==> config.mk <==
export PLATFORM = sky130hd
export DESIGN_NAME = vblank_update_arbiter_flat
export DESIGN_NICKNAME = d
export VERILOG_FILES = /design/src/rtl/vga_ctrl_pkg.sv /design/src/rtl/vblank_update_arbiter_if.sv /design/src/rtl/rr_picker.sv /design/src/rtl/vblank_update_arbiter.sv /design/src/flat_wrapper.sv
export SDC_FILE = /design/constraint.sdc
export NUM_CORES = 1
export LEC_CHECK = 0
export ABC_AREA = 1
export CAP_MARGIN = 20
export CORE_MARGIN = 2
export CORE_UTILIZATION = 25
export CTS_CLUSTER_DIAMETER = 100
export DETAILED_ROUTE_END_ITERATION = 7
export PLACE_DENSITY = 0.64
export SLEW_MARGIN = 30
export SYNTH_ARGS = -nofsm -noshare
export SYNTH_HDL_FRONTEND = slang
export SYNTH_SLANG_ARGS = --single-unit
==> constraint.sdc <==
create_clock -name clk_i -period 2.5 [get_ports clk_i]
set_input_delay 0.25 -clock clk_i [delete_from_list [all_inputs] [get_ports clk_i]]
set_output_delay 0.25 -clock clk_i [all_outputs]
set_load 0.005 [all_outputs]
==> src/rtl/vga_ctrl_pkg.sv <==
// Shared types and constants for the VGA attribute-update path.
// Holds the arbiter state encoding, default frame geometry and a clog2 helper.
package vga_ctrl_pkg;

  typedef enum logic [1:0] {
    StActive    = 2'd0,
    StBlank     = 2'd1,
    StExhausted = 2'd2
  } arb_state_t;

  localparam int unsigned DefHTotal  = 800;
  localparam int unsigned DefVTotal  = 521;
  localparam int unsigned DefVActive = 480;

  // Ceiling log2; callers pass values >= 2 so the result is never zero.
  function automatic int unsigned clog2(input int unsigned v);
    int unsigned r;
    r = 0;
    while ((32'd1 << r) < v) r++;
    return r;
  endfunction

endpackage

==> src/rtl/vblank_update_arbiter_if.sv <==
// Request/commit bundle between game-logic requesters, the arbiter and the attribute file.
// master = requester side, slave = arbiter side.
interface vblank_update_arbiter_if #(
  parameter int unsigned NumReq = 4,
  parameter int unsigned AddrW  = 8,
  parameter int unsigned DataW  = 32
);
  logic [NumReq-1:0]       req;
  logic [NumReq*AddrW-1:0] req_addr;
  logic [NumReq*DataW-1:0] req_data;
  logic [NumReq-1:0]       gnt;
  logic                    wr_en;
  logic [AddrW-1:0]        wr_addr;
  logic [DataW-1:0]        wr_data;

  modport master (
    output req, req_addr, req_data,
    input  gnt, wr_en, wr_addr, wr_data
  );

  modport slave (
    input  req, req_addr, req_data,
    output gnt, wr_en, wr_addr, wr_data
  );
endinterface

==> src/rtl/rr_picker.sv <==
// Combinational round-robin search: first set req at or after ptr (ascending, wrapping).
module rr_picker
  import vga_ctrl_pkg::*;
#(
  parameter int unsigned NumReq = 4,
  localparam int unsigned PtrW  = clog2(NumReq)
) (
  input  logic [NumReq-1:0] req_i,
  input  logic [PtrW-1:0]   ptr_i,
  output logic [NumReq-1:0] gnt_o,
  output logic [PtrW-1:0]   idx_o,
  output logic              valid_o
);

  // k is the search distance from ptr; the first hit in distance order wins.
  always_comb begin
    gnt_o   = '0;
    idx_o   = '0;
    valid_o = 1'b0;
    for (int unsigned k = 0; k < NumReq; k++) begin
      for (int unsigned i = 0; i < NumReq; i++) begin
        if (!valid_o && req_i[i] && (i == (32'(ptr_i) + k) % NumReq)) begin
          valid_o  = 1'b1;
          gnt_o[i] = 1'b1;
          idx_o    = PtrW'(i);
        end
      end
    end
  end

endmodule

==> src/rtl/vblank_update_arbiter.sv <==
// Round-robin attribute-write arbiter that commits only inside vertical blanking,
// with a per-frame write budget. Optional UPDATE_STATS_EN adds per-requester miss counters.
module vblank_update_arbiter
  import vga_ctrl_pkg::*;
#(
  parameter int unsigned NumReq     = 4,
  parameter int unsigned AddrW      = 8,
  parameter int unsigned DataW      = 32,
  parameter int unsigned VActive    = DefVActive,
  parameter int unsigned VTotal     = DefVTotal,
  parameter int unsigned GuardLines = 2,
  parameter int unsigned MaxWr      = 64
) (
  input  logic                 clk_i,
  input  logic                 rst_ni,
  input  logic [31:0]          vcount_i,
  vblank_update_arbiter_if.slave bus,
  output logic                 frame_tick_o,
  output logic                 budget_hit_o
`ifdef UPDATE_STATS_EN
  ,
  input  logic                 stats_clr_i,
  output logic [NumReq*8-1:0]  miss_cnt_o
`endif
);

  localparam int unsigned PtrW = clog2(NumReq);
  localparam int unsigned CntW = clog2(MaxWr + 1);

  arb_state_t        state_q, state_d;
  logic [PtrW-1:0]   rr_ptr_q, rr_ptr_d;
  logic [CntW-1:0]   wr_cnt_q, wr_cnt_d;
  logic              wr_en_q, wr_en_d;
  logic [AddrW-1:0]  wr_addr_q, wr_addr_d;
  logic [DataW-1:0]  wr_data_q, wr_data_d;
  logic              frame_tick_q, frame_tick_d;

  logic              win;
  logic              grant_en;
  logic              xfer;
  logic [NumReq-1:0] pick_gnt;
  logic [PtrW-1:0]   pick_idx;
  logic              pick_valid;

  assign win = (vcount_i >= 32'(VActive)) && (vcount_i < 32'(VTotal - GuardLines));

  rr_picker #(
    .NumReq (NumReq)
  ) u_picker (
    .req_i   (bus.req),
    .ptr_i   (rr_ptr_q),
    .gnt_o   (pick_gnt),
    .idx_o   (pick_idx),
    .valid_o (pick_valid)
  );

  // Gating on win as well as state keeps the grant off on the cycle the window closes.
  assign grant_en = (state_q == StBlank) && win;
  assign bus.gnt  = grant_en ? pick_gnt : '0;
  assign xfer     = grant_en && pick_valid;

  always_comb begin
    state_d      = state_q;
    rr_ptr_d     = rr_ptr_q;
    wr_cnt_d     = wr_cnt_q;
    wr_en_d      = xfer;
    wr_addr_d    = wr_addr_q;
    wr_data_d    = wr_data_q;
    frame_tick_d = 1'b0;

    unique case (state_q)
      StActive: begin
        if (win) begin
          state_d      = StBlank;
          frame_tick_d = 1'b1;
          wr_cnt_d     = '0;
        end
      end
      StBlank: begin
        if (!win) begin
          state_d = StActive;
        end else if (xfer && (wr_cnt_q == CntW'(MaxWr - 1))) begin
          state_d = StExhausted;
        end
      end
      StExhausted: begin
        if (!win) state_d = StActive;
      end
      default: state_d = StActive;
    endcase

    if (xfer) begin
      for (int unsigned i = 0; i < NumReq; i++) begin
        if (pick_gnt[i]) begin
          wr_addr_d = bus.req_addr[i*AddrW +: AddrW];
          wr_data_d = bus.req_data[i*DataW +: DataW];
        end
      end
      rr_ptr_d = (pick_idx == PtrW'(NumReq - 1)) ? '0 : pick_idx + PtrW'(1);
      wr_cnt_d = wr_cnt_q + CntW'(1);
    end
  end

  always_ff @(posedge clk_i or negedge rst_ni) begin
    if (!rst_ni) begin
      state_q      <= StActive;
      rr_ptr_q     <= '0;
      wr_cnt_q     <= '0;
      wr_en_q      <= 1'b0;
      wr_addr_q    <= '0;
      wr_data_q    <= '0;
      frame_tick_q <= 1'b0;
    end else begin
      state_q      <= state_d;
      rr_ptr_q     <= rr_ptr_d;
      wr_cnt_q     <= wr_cnt_d;
      wr_en_q      <= wr_en_d;
      wr_addr_q    <= wr_addr_d;
      wr_data_q    <= wr_data_d;
      frame_tick_q <= frame_tick_d;
    end
  end

  assign bus.wr_en     = wr_en_q;
  assign bus.wr_addr   = wr_addr_q;
  assign bus.wr_data   = wr_data_q;
  assign frame_tick_o  = frame_tick_q;
  assign budget_hit_o  = (state_q == StExhausted);

`ifdef UPDATE_STATS_EN
  logic [NumReq-1:0][7:0] miss_q, miss_d;
  logic                   leave_win;

  // Any req still high as the window closes was never granted this frame.
  assign leave_win = (state_q != StActive) && !win;

  always_comb begin
    miss_d = miss_q;
    if (stats_clr_i) begin
      miss_d = '0;
    end else if (leave_win) begin
      for (int unsigned i = 0; i < NumReq; i++) begin
        if (bus.req[i] && (miss_q[i] != 8'hFF)) miss_d[i] = miss_q[i] + 8'd1;
      end
    end
  end

  always_ff @(posedge clk_i or negedge rst_ni) begin
    if (!rst_ni) miss_q <= '0;
    else         miss_q <= miss_d;
  end

  assign miss_cnt_o = miss_q;
`endif

endmodule

==> src/flat_wrapper.sv <==
// flat-port wrapper written by rule: the top's interface ports become plain ports
module vblank_update_arbiter_flat import vga_ctrl_pkg::*;
#(
  parameter int unsigned NumReq     = 4,
  parameter int unsigned AddrW      = 8,
  parameter int unsigned DataW      = 32,
  parameter int unsigned VActive    = DefVActive,
  parameter int unsigned VTotal     = DefVTotal,
  parameter int unsigned GuardLines = 2,
  parameter int unsigned MaxWr      = 64
)
  (clk_i, rst_ni, vcount_i, frame_tick_o, budget_hit_o, bus_req, bus_req_addr, bus_req_data, bus_gnt, bus_wr_en, bus_wr_addr, bus_wr_data);
  vblank_update_arbiter_if #(.NumReq(NumReq), .AddrW(AddrW), .DataW(DataW)) bus_i ();
  input  logic clk_i;
  input  logic rst_ni;
  input  logic [31:0] vcount_i;
  output logic frame_tick_o;
  output logic budget_hit_o;
  input wire logic [$bits(bus_i.req)-1:0] bus_req;
  input wire logic [$bits(bus_i.req_addr)-1:0] bus_req_addr;
  input wire logic [$bits(bus_i.req_data)-1:0] bus_req_data;
  output wire logic [$bits(bus_i.gnt)-1:0] bus_gnt;
  output wire logic [$bits(bus_i.wr_en)-1:0] bus_wr_en;
  output wire logic [$bits(bus_i.wr_addr)-1:0] bus_wr_addr;
  output wire logic [$bits(bus_i.wr_data)-1:0] bus_wr_data;
  assign bus_i.req = bus_req;
  assign bus_i.req_addr = bus_req_addr;
  assign bus_i.req_data = bus_req_data;
  assign bus_gnt = bus_i.gnt;
  assign bus_wr_en = bus_i.wr_en;
  assign bus_wr_addr = bus_i.wr_addr;
  assign bus_wr_data = bus_i.wr_data;
  vblank_update_arbiter #(.NumReq(NumReq), .AddrW(AddrW), .DataW(DataW), .VActive(VActive), .VTotal(VTotal), .GuardLines(GuardLines), .MaxWr(MaxWr)) u_core (.clk_i(clk_i), .rst_ni(rst_ni), .vcount_i(vcount_i), .bus(bus_i), .frame_tick_o(frame_tick_o), .budget_hit_o(budget_hit_o));
endmodule
Yosys cells after proc, flatten, opt, wreduce, memory -nomap -nowiden
Index checks and enable logic that the tools add are counted.
W data, S select, Z words.

cells by class
  reductions and logical operators = 61
  equality and inequality tests = 19
  mux-type cells = 66
  magnitude comparators = 2
  add/sub/neg operators = 5

operators with widths
  cell                    number
  $logic_not A32 Y1       4
  $mux W32                4
  $mux W2                 19
  $logic_and A1 B1 Y1     35
  $mux W1                 34
  $ge A32 B9 Y1 const B   1
  $lt A32 B10 Y1 const B  1
  $mux W8                 4
  $mux W7                 3
  $eq A2 B2 Y1 const A    8
  $logic_not A1 Y1        15
  $eq A1 B2 Y1 const A    4
  $add A7 B1 Y7 const B   1
  $eq A7 B6 Y1 const B    1
  $pmux W2 S3             1
  $add A2 B1 Y2 const B   2
  $add A2 B2 Y2 const B   2
  $eq A2 B2 Y1 const B    2
  $mux W4                 1
  $reduce_and A2 Y1       2
  $reduce_bool A2 Y1      2
  $reduce_bool A4 Y1      1
  $ne A3 B3 Y1 const B    1
  $reduce_and A3 Y1       1
  other kinds (4)         4

storage, ports and cells
  register bits = 53
  logic and storage cells = 160
  input bits = 198
  output and inout port bits = 47

Logic depth before layout (Yosys ltp)
  depth in word-level cells = 68
  depth in mapped cells = 15
  depth with buffers taken out = 14

Modules after synthesis
Synthesis repeated with hierarchy kept, for this count alone.

unflattened totals
  cells, all modules = 563
  area total of the unflattened synthesis = 3957.5 sq um

by module, submodules not included
  module                 cells each  area an instance (sq um)  instances
  vblank_update_arbiter  494         3585.9                    1
  rr_picker              69          371.6                     1

Worst setup path after synthesis
No wires, ideal clock.

  path kind = register to output
  start = reg u_core.rr_ptr_q[1]
  end = out bus_gnt[2]
  slack = 0.469 ns
  buffers on the path = 1
  stages on the path, launching flop included = 14
  arrival time = 1.781 ns
  path through = dfrtp_1 > inv_1 > nand3_1 > nand3_1 > nor2_1 > nand4_1 > nor2_1 > nand4_1 > nor2_1 > nand4_1 > nand2_1 > inv_2 > buf_2 > nor2_1

between the ends
  word-level cells in the longest chain between the ends = 60

RTL lines
  what                              line                          RTL
  from (decl)                       vblank_update_arbiter.sv:31   logic [PtrW-1:0] rr_ptr_q, rr_ptr_d;
  from (signal assigned)            vblank_update_arbiter.sv:115  rr_ptr_q <= rr_ptr_d;
  $logic_not A32 Y1                 rr_picker.sv:22               if (!valid_o && req_i[i] && (i == (32'(ptr_i) + k) % NumReq)) begin
  $logic_and A1 B1 Y1               rr_picker.sv:22
  $mux W1                           rr_picker.sv:22
  $logic_not A1 Y1                  rr_picker.sv:22
  $logic_and A1 B1 Y1 (2 in a row)  rr_picker.sv:22
  $mux W1                           rr_picker.sv:22
  $logic_not A1 Y1                  rr_picker.sv:22
  $logic_and A1 B1 Y1 (2 in a row)  rr_picker.sv:22
  [40 not listed]                   -
  $mux W1                           rr_picker.sv:22
  $logic_not A1 Y1                  rr_picker.sv:22
  $logic_and A1 B1 Y1 (2 in a row)  rr_picker.sv:22
  $mux W1                           rr_picker.sv:22
  $logic_not A1 Y1                  rr_picker.sv:22
  $logic_and A1 B1 Y1 (2 in a row)  rr_picker.sv:22
  $mux W1 (*)                       rr_picker.sv:22
  $mux W4 (*)                       vblank_update_arbiter.sv:59   assign bus.gnt = grant_en ? pick_gnt : '0;
  to (decl)                         flat_wrapper.sv:22            output wire logic [$bits(bus_i.gnt)-1:0] bus_gnt;

Mark *: on every way between the ends. The rest lies on a longest branch, timed or not.

Worst setup path in the final report
  start = reg u_core.rr_ptr_q[0]
  end = out bus_gnt[3]

between the ends
  word-level cells in the longest chain between the ends = 64

RTL lines
  what                              line
  $logic_not A32 Y1                 rr_picker.sv:22
  $logic_and A1 B1 Y1               rr_picker.sv:22
  $mux W1                           rr_picker.sv:22
  $logic_not A1 Y1                  rr_picker.sv:22
  $logic_and A1 B1 Y1 (2 in a row)  rr_picker.sv:22
  $mux W1                           rr_picker.sv:22
  $logic_not A1 Y1                  rr_picker.sv:22
  $logic_and A1 B1 Y1 (2 in a row)  rr_picker.sv:22
  [44 not listed]                   -
  $mux W1                           rr_picker.sv:22
  $logic_not A1 Y1                  rr_picker.sv:22
  $logic_and A1 B1 Y1 (2 in a row)  rr_picker.sv:22
  $mux W1                           rr_picker.sv:22
  $logic_not A1 Y1                  rr_picker.sv:22
  $logic_and A1 B1 Y1 (2 in a row)  rr_picker.sv:22
  $mux W1 (*)                       rr_picker.sv:22
  $mux W4 (*)                       vblank_update_arbiter.sv:59

Marks and branches as above.

==> impl_metrics.json <==
{
  "place_hpwl_mm": 12.5,
  "yosysTopAreaCell": "dfrtp_1",
  "grt_pass1_wl_mm": 26.5,
  "avgRoutedWirePerCell_um": 17.4,
  "clk_latency_ns": 0.30,
  "avgSynthCellArea_um2": 6.46,
  "coreArea_um2": 15800,
  "skew_ns": 0.00434,
  "fin_cells": 1110,
  "crit_slowest_cell": "dfrtp_2",
  "die_area_um2": 17000,
  "hold_class": "input port to async pin",
  "maxCapViolations": 0,
  "clockRootBuffer": "clkbuf_16",
  "multi_input_area_um2": 2690,
  "power.density_nw_per_um2": 304,
  "synth-seq-cells": 53,
  "fill_cells": 1608,
  "clk_pin_slew_ns": 0.07,
  "htreeDepth": 2,
  "ys_async_sr_fraction_pct": 100,
  "crit_arrival_ns": 2.28,
  "netlist_area_um2": 4000,
  "crit_chain": "inv_4, nand3_4, nand3_1, nor2_1, nand4_1, nor2_2, nand4_1, buf_4, nor2_1, nor3_2, buf_4, a21oi_2, buf_2",
  "antenna_found_initial": 1,
  "rows": 46,
  "hold_viol": 0,
  "fin_ws_ns": -0.0335,
  "fin_crit_sh_pct": 101,
  "seq_area_um2": 1330,
  "worst-setup-path-type": "flip-flop to output pin",
  "ys_types": 34,
  "holdWs_ns": 0.516,
  "critPathLaunchType": "flip-flop",
  "fmax_mhz": 395,
  "outcome": "finished, violations left",
  "yosys_warnings": 0,
  "crit_start": "u_core.rr_ptr_q[0]",
  "dp_cells": 1086,
  "dr.first_iter.drc_count": 217,
  "place_congestion": 0.867,
  "diodes": 0,
  "overflow": 0,
  "synthTopCellsByArea": "dfrtp_1, a21oi_1, nand3_1, nand2_1, nor2_1",
  "drc": 0,
  "post-place-ws_ns": -0.246,
  "dieWidth_um": 130,
  "grt_pass1_vias": 5021,
  "fin_nets": 1092,
  "synth-edff-count": 0,
  "slew_headroom_pct": 55.8,
  "endpoint_kind": "output pin",
  "setup_viol": 2,
  "grt_usage_pct": 20.2,
  "vias_per_cell": 4.86,
  "syn_to_final_growth_pct": 93.9,
  "violations": "negative setup slack",
  "drv_slew": 0,
  "grt_max_degree": 47,
  "synth_nets": 818,
  "rsz0062_at_grt": "yes",
  "drive_gt1_share_pct": 19.7,
  "synthCells": 619,
  "r2r_start": "u_core.rr_ptr_q[1]",
  "start_util_pct": 25.3,
  "ant_nets": 0,
  "vias": 5394,
  "port_buffers": 244,
  "clock_path_buffers": 2,
  "slowest_delay_ns": 0.50,
  "crit_fanout": 6,
  "drt-total-wl_mm": 19.3,
  "crit_required_ns": 2.25,
  "cts_sinks": 53,
  "tightestPinTransition_ns": 0.663,
  "p_leak_uw": 0.00341,
  "top_level_ports": 245,
  "yosys.area.top_type_share_pct": 33.2,
  "fin_crit_ns": 2.53,
  "ir_worst_vdd_uv": 251,
  "cts_buffers": 5,
  "cts_tree": "built",
  "dr.pass1.iters": 4,
  "ys_seq_area_share_pct": 33.2,
  "die-height_um": 130,
  "ys.flop_type": "dfrtp_1",
  "finalPower_uw": 2350
}
[what timing repair did]
item / CTS / global route
cloned: 2 / 4
endpoints found under the hold margin: 25 / 0
setup endpoints to repair: 43 / 51
buffers inserted: 5 / 6
resized for setup: 34 / 85
pin swaps: 11 / 24
hold buffers: 1 / 0
[routing by layer]
metal  track usage, %  up-vias  routed length, um
met4             4.07        0                291
met5                0        -                  0
met3             5.66       20               1540
li1                 -     2647                  -
met2             36.1      198               9350
met1             24.3     2529               8120
[final timing paths]
check                           cells after the start  slack (ns)                     end
min in group clk_i                                  2        0.52       u_core.state_q[0]
worst min-delay path                                2        0.52   u_core.bus.wr_data[4]
worst max-delay path                               13       -0.03              bus_gnt[3]
worst min register to register                      2        0.52       u_core.state_q[0]
max in group asynchronous                           3        1.36      u_core.rr_ptr_q[1]
worst max register to register                     15        0.07  u_core.bus.wr_data[25]
[per-stage QoR]
step           utilization, %  instance area, um2  TNS (ns)
3_3_place_gp             44.3                6990     -5.30
6_report                 49.2                7750   -0.0624
3_5_place_dp             44.3                6990     -6.92
2_1_floorplan               -                4000         0
5_1_grt                  49.2                7750     -3.70
4_1_cts                  46.6                7340    -0.446
[layout make-up]
class                           instances  area share (%)
Timing Repair Buffer                  308            40.8
Tap cell                              216            3.49
Sequential cell                        53            17.1
Inverter                               34            1.68
Clock inverter                          2           0.484
Clock buffer                            6            1.79
Multi-Input combinational cell        491            34.7
[where the power goes]
part / internal (uW) / switching (uW) / total, uW
clock network: 501 / 331 / 832
registers: 857 / 0.000726 / 857
logic: 410 / 256 / 666
[placed cells by master (no fill, tap or decap), types with 8 or more instances in the layout]
cell type and instances:
nand3_2 14, nor2_1 97, nand2_1 86, a21oi_2 28
o21ai_0 8, buf_6 8, nand3_1 81, clkbuf_16 8
inv_1 27, dfrtp_1 51, buf_12 11, buf_4 38
clkdlybuf4s50_1 239, nand4_1 11, a21oi_1 97, nand2_2 18
[synthesized netlist by cell type, types with 2 or more instances]
master	count
o31ai_1	2
nor3_1	4
clkbuf_1	13
inv_2	5
or2_2	7
dfrtp_1	53
nand4_4	2
nand3_1	97
nand4_1	11
nor2_1	104
o2111ai_1	3
nor4_1	5
nand4_2	2
buf_1	3
buf_2	24
nand2_2	2
a21oi_1	126
nand2_4	2
nand2_1	104
o21ai_0	8
inv_1	29
[state kept, by name (all words and copies together) (netlist names)]
signal and flops:
u_core.frame_tick_o 1, u_core.bus.wr_data 32, u_core.state_q 2, u_core.rr_ptr_q 2, u_core.wr_cnt_q 7, u_core.bus.wr_addr 8
u_core.bus.wr_en 1
[worst max-delay path: cells and delay by family (launching register included)]
family	cells	cell delay, ns
AND/OR/NAND/NOR	8	0.84
buffers and inverters	4	0.51
flip-flops	1	0.50
AO/OA/AOI/OAI	1	0.12
[logic make-up after synthesis]
kind of cell | synth area share (%)
buf+inv | 7.89
compound gates | 19.0
flops | 33.2
xor+xnor | 0.219
fa+ha+maj | 0.313
simple gates | 39.4
Power figures use the tool's default switching activity.
